`src/rtl/popcount_pkg.sv`:
```
// Shared types and helpers for the sequential popcount engine.
// Configuration legality is evaluated at elaboration time by the top.
package popcount_pkg;

  typedef enum logic [1:0] {
    IDLE = 2'd0,
    RUN  = 2'd1,
    DONE = 2'd2
  } state_e;

  // Width needed to hold a ones-count in the range 0..width.
  function automatic int cw_of(input int width);
    return $clog2(width + 1);
  endfunction

  function automatic bit width_ok(input int width, input int chunk);
    return (chunk > 0) && (width >= chunk) && ((width % chunk) == 0);
  endfunction

endpackage

```
`src/rtl/pop_count_chunk.sv`:
```
// Generic combinational ones-counter for a CHUNK-bit slice.
module pop_count_chunk #(
  parameter int CHUNK = 3,
  localparam int PW = $clog2(CHUNK + 1)
) (
  input  logic [CHUNK-1:0] bits_i,
  output logic [PW-1:0]    count_o
);

  always_comb begin
    count_o = '0;
    for (int i = 0; i < CHUNK; i++) begin
      count_o = count_o + PW'(bits_i[i]);
    end
  end

endmodule

```
`src/rtl/popcount_seq.sv`:
```
// Sequential popcount: walks a captured word CHUNK bits per cycle through
// one shared chunk counter and returns the total over a valid/ready port.
module popcount_seq
  import popcount_pkg::*;
#(
  parameter int WIDTH = 24,
  parameter int CHUNK = 3
) (
  input  logic                       clk,
  input  logic                       rst_n,
  input  logic                       in_valid,
  output logic                       in_ready,
  input  logic [WIDTH-1:0]           in_data,
  output logic                       out_valid,
  input  logic                       out_ready,
  output logic [cw_of(WIDTH)-1:0]    out_count,
  output logic                       busy
);

  localparam int NCHUNK = WIDTH / CHUNK;
  localparam int CW     = cw_of(WIDTH);
  localparam int PW     = $clog2(CHUNK + 1);
  localparam int IW     = (NCHUNK > 1) ? $clog2(NCHUNK) : 1;

  if (!width_ok(WIDTH, CHUNK)) begin : g_bad_cfg
    $error("popcount_seq: WIDTH must be a positive multiple of CHUNK");
  end

  state_e            state_q, state_d;
  logic [WIDTH-1:0]  sh_q, sh_d;
  logic [CW-1:0]     acc_q, acc_d;
  logic [IW-1:0]     idx_q, idx_d;
  logic [PW-1:0]     chunk_cnt;

  pop_count_chunk #(.CHUNK(CHUNK)) u_chunk (
    .bits_i  (sh_q[CHUNK-1:0]),
    .count_o (chunk_cnt)
  );

  always_comb begin
    state_d = state_q;
    sh_d    = sh_q;
    acc_d   = acc_q;
    idx_d   = idx_q;
    case (state_q)
      IDLE: begin
        if (in_valid) begin
          sh_d    = in_data;
          acc_d   = '0;
          idx_d   = '0;
          state_d = RUN;
        end
      end
      RUN: begin
        // Lowest chunk is consumed each cycle; the last add lands as we enter DONE.
        acc_d = acc_q + CW'(chunk_cnt);
        sh_d  = sh_q >> CHUNK;
        idx_d = idx_q + 1'b1;
        if (idx_q == IW'(NCHUNK - 1)) begin
          state_d = DONE;
        end
      end
      DONE: begin
        if (out_ready) begin
          state_d = IDLE;
        end
      end
      default: state_d = IDLE;
    endcase
  end

  always_ff @(posedge clk or negedge rst_n) begin
    if (!rst_n) begin
      state_q <= IDLE;
      sh_q    <= '0;
      acc_q   <= '0;
      idx_q   <= '0;
    end else begin
      state_q <= state_d;
      sh_q    <= sh_d;
      acc_q   <= acc_d;
      idx_q   <= idx_d;
    end
  end

  // Outputs decode registered state only, so no input reaches an output.
  assign in_ready  = (state_q == IDLE);
  assign out_valid = (state_q == DONE);
  assign busy      = (state_q != IDLE);
  assign out_count = acc_q;

endmodule

```
`config.mk`:
```
export PLATFORM = sky130hd
export DESIGN_NAME = popcount_seq
export DESIGN_NICKNAME = d
export VERILOG_FILES = /design/src/rtl/popcount_pkg.sv /design/src/rtl/pop_count_chunk.sv /design/src/rtl/popcount_seq.sv
export SDC_FILE = /design/constraint.sdc
export NUM_CORES = 1
export LEC_CHECK = 0
export ABC_AREA = 1
export BUFFER_PORTS_ARGS = -buffer_cell sky130_fd_sc_hd__buf_2
export CAP_MARGIN = 30
export CORE_MARGIN = 4
export CORE_UTILIZATION = 55
export CTS_BUF_LIST = sky130_fd_sc_hd__clkbuf_4
export DETAILED_ROUTE_END_ITERATION = 8
export PLACE_DENSITY = 0.81
export SKIP_CTS_REPAIR_TIMING = 1
export SLEW_MARGIN = 20
export SYNTH_ARGS = -nofsm -noshare
export SYNTH_HDL_FRONTEND = slang
export SYNTH_HIERARCHICAL = 1
export SYNTH_SLANG_ARGS = --single-unit
```
`constraint.sdc`:
```
create_clock -name clk -period 2.2 [get_ports clk]
set_clock_uncertainty 0.1 [all_clocks]
set_input_delay 0.66 -clock clk [delete_from_list [all_inputs] [get_ports clk]]
set_output_delay 0.66 -clock clk [all_outputs]
set_load 0.02 [all_outputs]
```
==> flow_metrics.py, run 1 <==
metrics = {
    "status": {
        "outcome": "completed",
    },
    "placement": {
        "hpwl_mm": 2.67,
        "placed_area_sq_um": 1850,
        "io_buffers": 35,
        "place_congestion": 0.802,
    },
    "finish": {
        "diodes": 0,
        "area_delta_synth_final_pct": 15.4,
        "nets": 265,
        "drive_above_1_share_pct": 22.0,
        "fin_area_sq_um": 1910,
    },
    "timing": {
        "max_slew_margin_pct": 50.0,
        "rsz0062_at_grt": "false",
        "fin_crit_ns": 2.03,
        "slew_viol_final": 0,
        "hold_ws_ns": 0.277,
        "hold_viol": 0,
        "finalSetupTns_ns": 0,
        "max_slew.worst_pin.slew_ns": 0.749,
        "max_freq_mhz": 492,
        "finalCritPeriodShare_pct": 92.5,
        "setup_viol_count_final": 0,
    },
    "power_and_ir_drop": {
        "power_switching_uw": 1090,
        "power_density_nw_per_um2": 1310,
        "leakage_uw": 0.00100,
        "vdd_drop_max_v": 0.000602,
        "p_sw_share_pct": 43.7,
        "p_clk_share_pct": 13.3,
        "fin_total_pwr_uw": 2500,
        "combPwrFrac_pct": 45.1,
        "p_seq_share_pct": 41.6,
        "internal_power_uw": 1410,
    },
    "global_route": {
        "grt_util_met1_pct": 26.3,
        "grt_max_degree": 35,
        "antenna_found_initial": 0,
        "grt_overflow": 0,
        "grt_pass1_wl_mm": 6.52,
        "grt_pass1_vias": 1474,
        "grt_use_total_pct": 20.6,
        "grt_util_met2_pct": 32.7,
        "grt_util_met3_pct": 5.94,
        "busiest_layer": "met2",
    },
    "setup_path": {
        "slowest_delay_ns": 0.55,
        "path_cells": "fa_1 > ha_1 > inv_1 > fa_2 > inv_2 > nand4_1 > nand3_1 > nand2_1",
        "ff2ff_setup_slack_ns": 0.17,
        "critical_path_required_ns": 2.33,
        "critPathLaunchType": "flip-flop",
        "crit_type": "reg -> reg",
        "cp_slowest_cell": "fa_1",
        "cp_data_arrival_time_ns": 2.16,
        "critPathTopFamily": "adder cells",
        "critPathMaxFanout": 3,
        "end_kind": "flip-flop",
        "cp.buffers_inverters": 2,
    },
    "drt": {
        "first_iter_violations": 92,
        "avgRoutedWirePerCell_um": 14.3,
        "vias": 1503,
        "dr.pass1.iters": 5,
        "viasPerCell": 5.71,
        "drc": 0,
        "antenna_left": 0,
        "totalWireLength_mm": 3.76,
    },
    "cts": {
        "htree_levels": 2,
        "cts_max_path_buffers": 2,
        "clkLatencyLatePin_ns": 0.34,
        "cts.clk_slew.worst_paths_ns": 0.11,
        "cts-buffers-inserted": 5,
        "cts_tree": "yes",
        "clockRootBuffer": "clkbuf_4",
        "clock_sinks": 34,
    },
    "logic_synthesis": {
        "netlist_area_sq_um": 1660,
        "yosysUniqueCellTypes": 17,
        "synth-seq-cells": 34,
        "syn_avg_cell_area_sq_um": 8.49,
        "postSynthCellCount": 195,
        "synth-seq-area-share_pct": 51.4,
        "synth_nets": 229,
        "yosysWarnings": 6,
    },
    "die": {
        "std_cell_rows": 19,
        "dieArea_sq_um": 3950,
        "core_area_sq_um": 2810,
        "initial_utilization_pct": 59.0,
        "die-height_um": 62.9,
        "ios": 36,
        "fp.dieW_um": 62.9,
    },
    "hold_path": {
        "worstHoldPathType": "in -> async",
    },
    "flow_run": {
        "maxCapViolations": 0,
    },
}
[sequential cells by signal (all words and copies together) (netlist names)]
signal / flops
out_count: 5
state_q: 2
sh_q: 24
idx_q: 3
[through the flow]
| stage | setup WS, ns | util [%] | cells |
|---|---|---|---|
| after floorplan | 0.225 | - | 195 |
| after global placement | 0.188 | 66.1 | 255 |
| after detailed placement | 0.104 | 66.1 | 255 |
| after CTS | 0.0703 | 68.0 | 263 |
| after global routing | 0.0561 | 68.1 | 263 |
| final | 0.166 | 68.1 | 263 |
[per-layer routing]
| layer | up-vias | share of wire (%) |
|---|---|---|
| met2 | 36 | 51 |
| li1 | 728 | - |
| met1 | 730 | 43 |
| met5 | - | 0 |
| met4 | 0 | 1.3 |
| met3 | 9 | 4.7 |
[power groups by stage]
stage | clock (uW) | sequential (uW) | combinational [uW]
after floorplan | 0 | 1060 | 783
after global placement | 0 | 1030 | 1060
after detailed placement | 0 | 1050 | 1120
after CTS | 345 | 1040 | 1130
after global routing | 375 | 1070 | 1280
final | 334 | 1040 | 1130
[path summary, 6_finish.rpt]
| check | startpoint | to | cells past startpoint |
|---|---|---|---|
| worst max register to register | sh_q[0] | out_count[4] | 8 |
| max in group asynchronous | rst_n | state_q[1] | 1 |
| worst min register to register | idx_q[0] | idx_q[0] | 1 |
| worst max-delay path | sh_q[0] | out_count[4] | 8 |
| min in group clk | idx_q[0] | idx_q[0] | 1 |
| worst min-delay path | rst_n | out_count[0] | 1 |
[cell usage in the layout, fill, tap and decap left out]
| cell type | synthesis | layout |
|---|---|---|
| o21bai_1 | 1 | 1 |
| nand2_1 | 43 | 43 |
| inv_2 | 0 | 1 |
| clkinvlp_4 | 0 | 1 |
| inv_1 | 12 | 11 |
| o31ai_1 | 1 | 1 |
| clkbuf_4 | 0 | 5 |
| clkinv_1 | 0 | 1 |
| buf_4 | 3 | 7 |
| a21oi_1 | 2 | 2 |
| nand3_1 | 72 | 72 |
| clkinv_2 | 0 | 1 |
| ha_1 | 4 | 4 |
| fa_2 | 0 | 1 |
| fa_1 | 2 | 1 |
| o211ai_1 | 1 | 1 |
| buf_2 | 6 | 35 |
| o22ai_1 | 1 | 1 |
| nand4_1 | 2 | 2 |
| dfrtp_1 | 34 | 34 |
| nor2_1 | 5 | 5 |
| o21ai_0 | 2 | 2 |
[area by class of cell]
class,instances,area (sq um)
clock inverters,3,16.3
fillers,237,895
clock buffers,5,37.5
inverters,12,45.0
flip-flops and latches,34,851
repair buffers,42,228
well taps,31,38.8
multi-input cells,136,694
[cells by family (layout without fill, tap and decap cells)]
family                   after synthesis  after routing  share of synthesized area, %
AO/OA/AOI/OAI                          8              8                          2.95
adder cells (fa/ha/maj)                6              6                          5.44
buffers and inverters                 25             62                          6.80
flip-flops                            34             34                          51.4
AND/OR/NAND/NOR                      122            122                          33.4
[Yosys cell counts]
cell | instances | share of area, %
a21oi_1 | 2 | 0.60
dfrtp_1 | 34 | 51
o211ai_1 | 1 | 0.45
ha_1 | 4 | 3.0
nand2_1 | 43 | 9.8
nand3_1 | 72 | 22
inv_1 | 12 | 2.7
buf_4 | 3 | 1.4
o21bai_1 | 1 | 0.45
buf_2 | 6 | 1.8
nand4_1 | 2 | 0.76
o21ai_0 | 2 | 0.60
o22ai_1 | 1 | 0.38
clkbuf_1 | 4 | 0.91
fa_1 | 2 | 2.4
nor2_1 | 5 | 1.1
o31ai_1 | 1 | 0.45
Power figures use the tool's default switching activity.
==> run 2: changes to the inputs <==
--- a/config.mk
+++ b/config.mk
@@ -10,7 +10,7 @@
 export CAP_MARGIN = 30
 export CORE_MARGIN = 4
 export CORE_UTILIZATION = 55
-export CTS_BUF_LIST = sky130_fd_sc_hd__clkbuf_4
+export CTS_BUF_LIST = sky130_fd_sc_hd__clkbuf_8
 export DETAILED_ROUTE_END_ITERATION = 8
 export PLACE_DENSITY = 0.81
 export SKIP_CTS_REPAIR_TIMING = 1
==> run 2 against run 1 <==
Net effect: final area rose by 2.0%; die area did not move; count of clock-buffer cells in the layout rose by 1; critical path depth did not move; flip-flop and latch count did not move; critical path type unchanged; highest routed layer unchanged.
==> flow_metrics.py, run 2 (synthesized netlist as in run 1, its figures left out) <==
metrics = {
    "cts": {
        "cts.clk_slew.worst_paths_ns": 0.07,
        "cts-buffers-inserted": 5,
        "htree_levels": 2,
        "clockRootBuffer": "clkbuf_8",
        "cts_max_path_buffers": 2,
        "cts_tree": "yes",
        "clkLatencyLatePin_ns": 0.28,
        "clock_sinks": 34,
    },
    "hold_path": {
        "worstHoldPathType": "in -> async",
    },
    "global_route": {
        "grt_pass1_vias": 1480,
        "grt_use_total_pct": 20.0,
        "busiest_layer": "met2",
        "grt_util_met1_pct": 26.1,
        "grt_overflow": 0,
        "antenna_found_initial": 0,
        "grt_pass1_wl_mm": 6.48,
        "grt_max_degree": 35,
        "grt_util_met2_pct": 32.1,
        "grt_util_met3_pct": 4.50,
    },
    "timing": {
        "hold_viol": 0,
        "finalCritPeriodShare_pct": 94.8,
        "max_slew.worst_pin.slew_ns": 0.755,
        "finalSetupTns_ns": 0,
        "fin_crit_ns": 2.09,
        "max_slew_margin_pct": 49.7,
        "max_freq_mhz": 479,
        "setup_viol_count_final": 0,
        "slew_viol_final": 0,
        "rsz0062_at_grt": "false",
    },
    "die": {
        "core_area_sq_um": 2810,
        "ios": 36,
        "dieArea_sq_um": 3950,
        "die-height_um": 62.9,
        "fp.dieW_um": 62.9,
        "std_cell_rows": 19,
        "initial_utilization_pct": 59.0,
    },
    "setup_path": {
        "critical_path_required_ns": 2.27,
        "cp_slowest_cell": "fa_1",
        "r2r-start": "sh_q[0]",
        "cp_num_cells": 8,
        "cp.buffers_inverters": 2,
        "critPathMaxFanout": 3,
        "ff2ff_setup_slack_ns": 0.11,
        "cp_data_arrival_time_ns": 2.15,
        "reg2reg_depth": 8,
        "slowest_delay_ns": 0.55,
        "critPathLaunchType": "flip-flop",
        "end_kind": "flip-flop",
        "cpMostUsedCell": "fa_1",
        "crit_type": "reg -> reg",
        "critPathTopFamily": "adder cells",
        "startpoint": "sh_q[0]",
        "path_cells": "fa_1 > ha_1 > inv_1 > fa_1 > inv_2 > nand4_1 > nand3_1 > nand2_1",
        "endpoint": "out_count[4]",
        "r2r-end": "out_count[4]",
    },
    "drt": {
        "avgRoutedWirePerCell_um": 14.2,
        "dr.pass1.iters": 5,
        "first_iter_violations": 101,
        "viasPerCell": 5.81,
        "totalWireLength_mm": 3.74,
        "antenna_left": 0,
        "vias": 1528,
        "drc": 0,
    },
    "finish": {
        "area_delta_synth_final_pct": 17.8,
        "layout_common_cells": "nand3_1 (72), nand2_1 (43), buf_2 (35), dfrtp_1 (34), inv_1 (11)",
        "largest-register": "sh_q",
        "fillerInstances": 237,
        "seq_area_sq_um": 851,
        "final_common_cell": "nand3_1",
        "diodes": 0,
        "drive_above_1_share_pct": 22.0,
        "multi_input_area_sq_um": 692,
        "largest_reg_flops": 24,
        "nets": 265,
    },
    "power_and_ir_drop": {
        "power_density_nw_per_um2": 1350,
        "vdd_drop_max_v": 0.000653,
        "leakage_uw": 0.00102,
        "fin_total_pwr_uw": 2640,
    },
    "placement": {
        "io_buffers": 35,
        "place_congestion": 0.802,
        "hpwl_mm": 2.67,
    },
    "flow_run": {
        "maxCapViolations": 0,
    },
    "status": {
        "outcome": "completed",
    },
}
run 2: worst reg2reg max path, cell delays in order (launching register included):
cell     delay [ns]
dfrtp_1        0.40
fa_1           0.55
ha_1           0.16
inv_1          0.06
fa_1           0.40
inv_2          0.09
nand4_1        0.07
nand3_1        0.09
nand2_1        0.05
run 2: worst min-delay path by stage:
stage	from	to	slack, ns	cells after the start
after detailed placement	sh_q[13]	sh_q[10]	0.38	2
after CTS	rst_n	out_count[0]	0.36	1
after global placement	idx_q[0]	idx_q[0]	0.37	1
after global routing	rst_n	sh_q[17]	0.41	1
after floorplan	rst_n	idx_q[0]	0.26	0
final	rst_n	sh_q[0]	0.34	1
run 2: report_power, final:
group	leakage (uW)	total [uW]	internal, uW	switching (uW)
logic	0.000536	1120	412	710
clock network	0.0000472	474	251	222
registers	0.000439	1040	877	167
run 2: per-stage QoR:
step / instances / instance area (sq um) / utilization, % / hold WS, ns / worst slack [ns]
4_1_cts: 263 / 1950 / 69.5 / 0.363 / 0.0848
6_report: 263 / 1950 / 69.5 / 0.345 / 0.114
3_5_place_dp: 255 / 1850 / 66.1 / 0.382 / 0.104
3_3_place_gp: 255 / 1850 / 66.1 / 0.370 / 0.188
2_1_floorplan: 195 / 1660 / - / 0.264 / 0.225
5_1_grt: 263 / 1950 / 69.5 / 0.407 / 0.0113
run 2: final cells by class:
| type | instances | share of cell area (%) |
|---|---|---|
| clock buffers | 6 | 4.24 |
| clock inverters | 2 | 0.642 |
| repair buffers | 42 | 11.7 |
| well taps | 31 | 1.99 |
| flip-flops and latches | 34 | 43.6 |
| multi-input cells | 136 | 35.5 |
| inverters | 12 | 2.31 |
run 2: routing by layer:
layer  vias up  wire length [um]
met2        60              1910
li1        727                 -
met4         0                42
met5         -                 0
met3         5               238
met1       736              1540
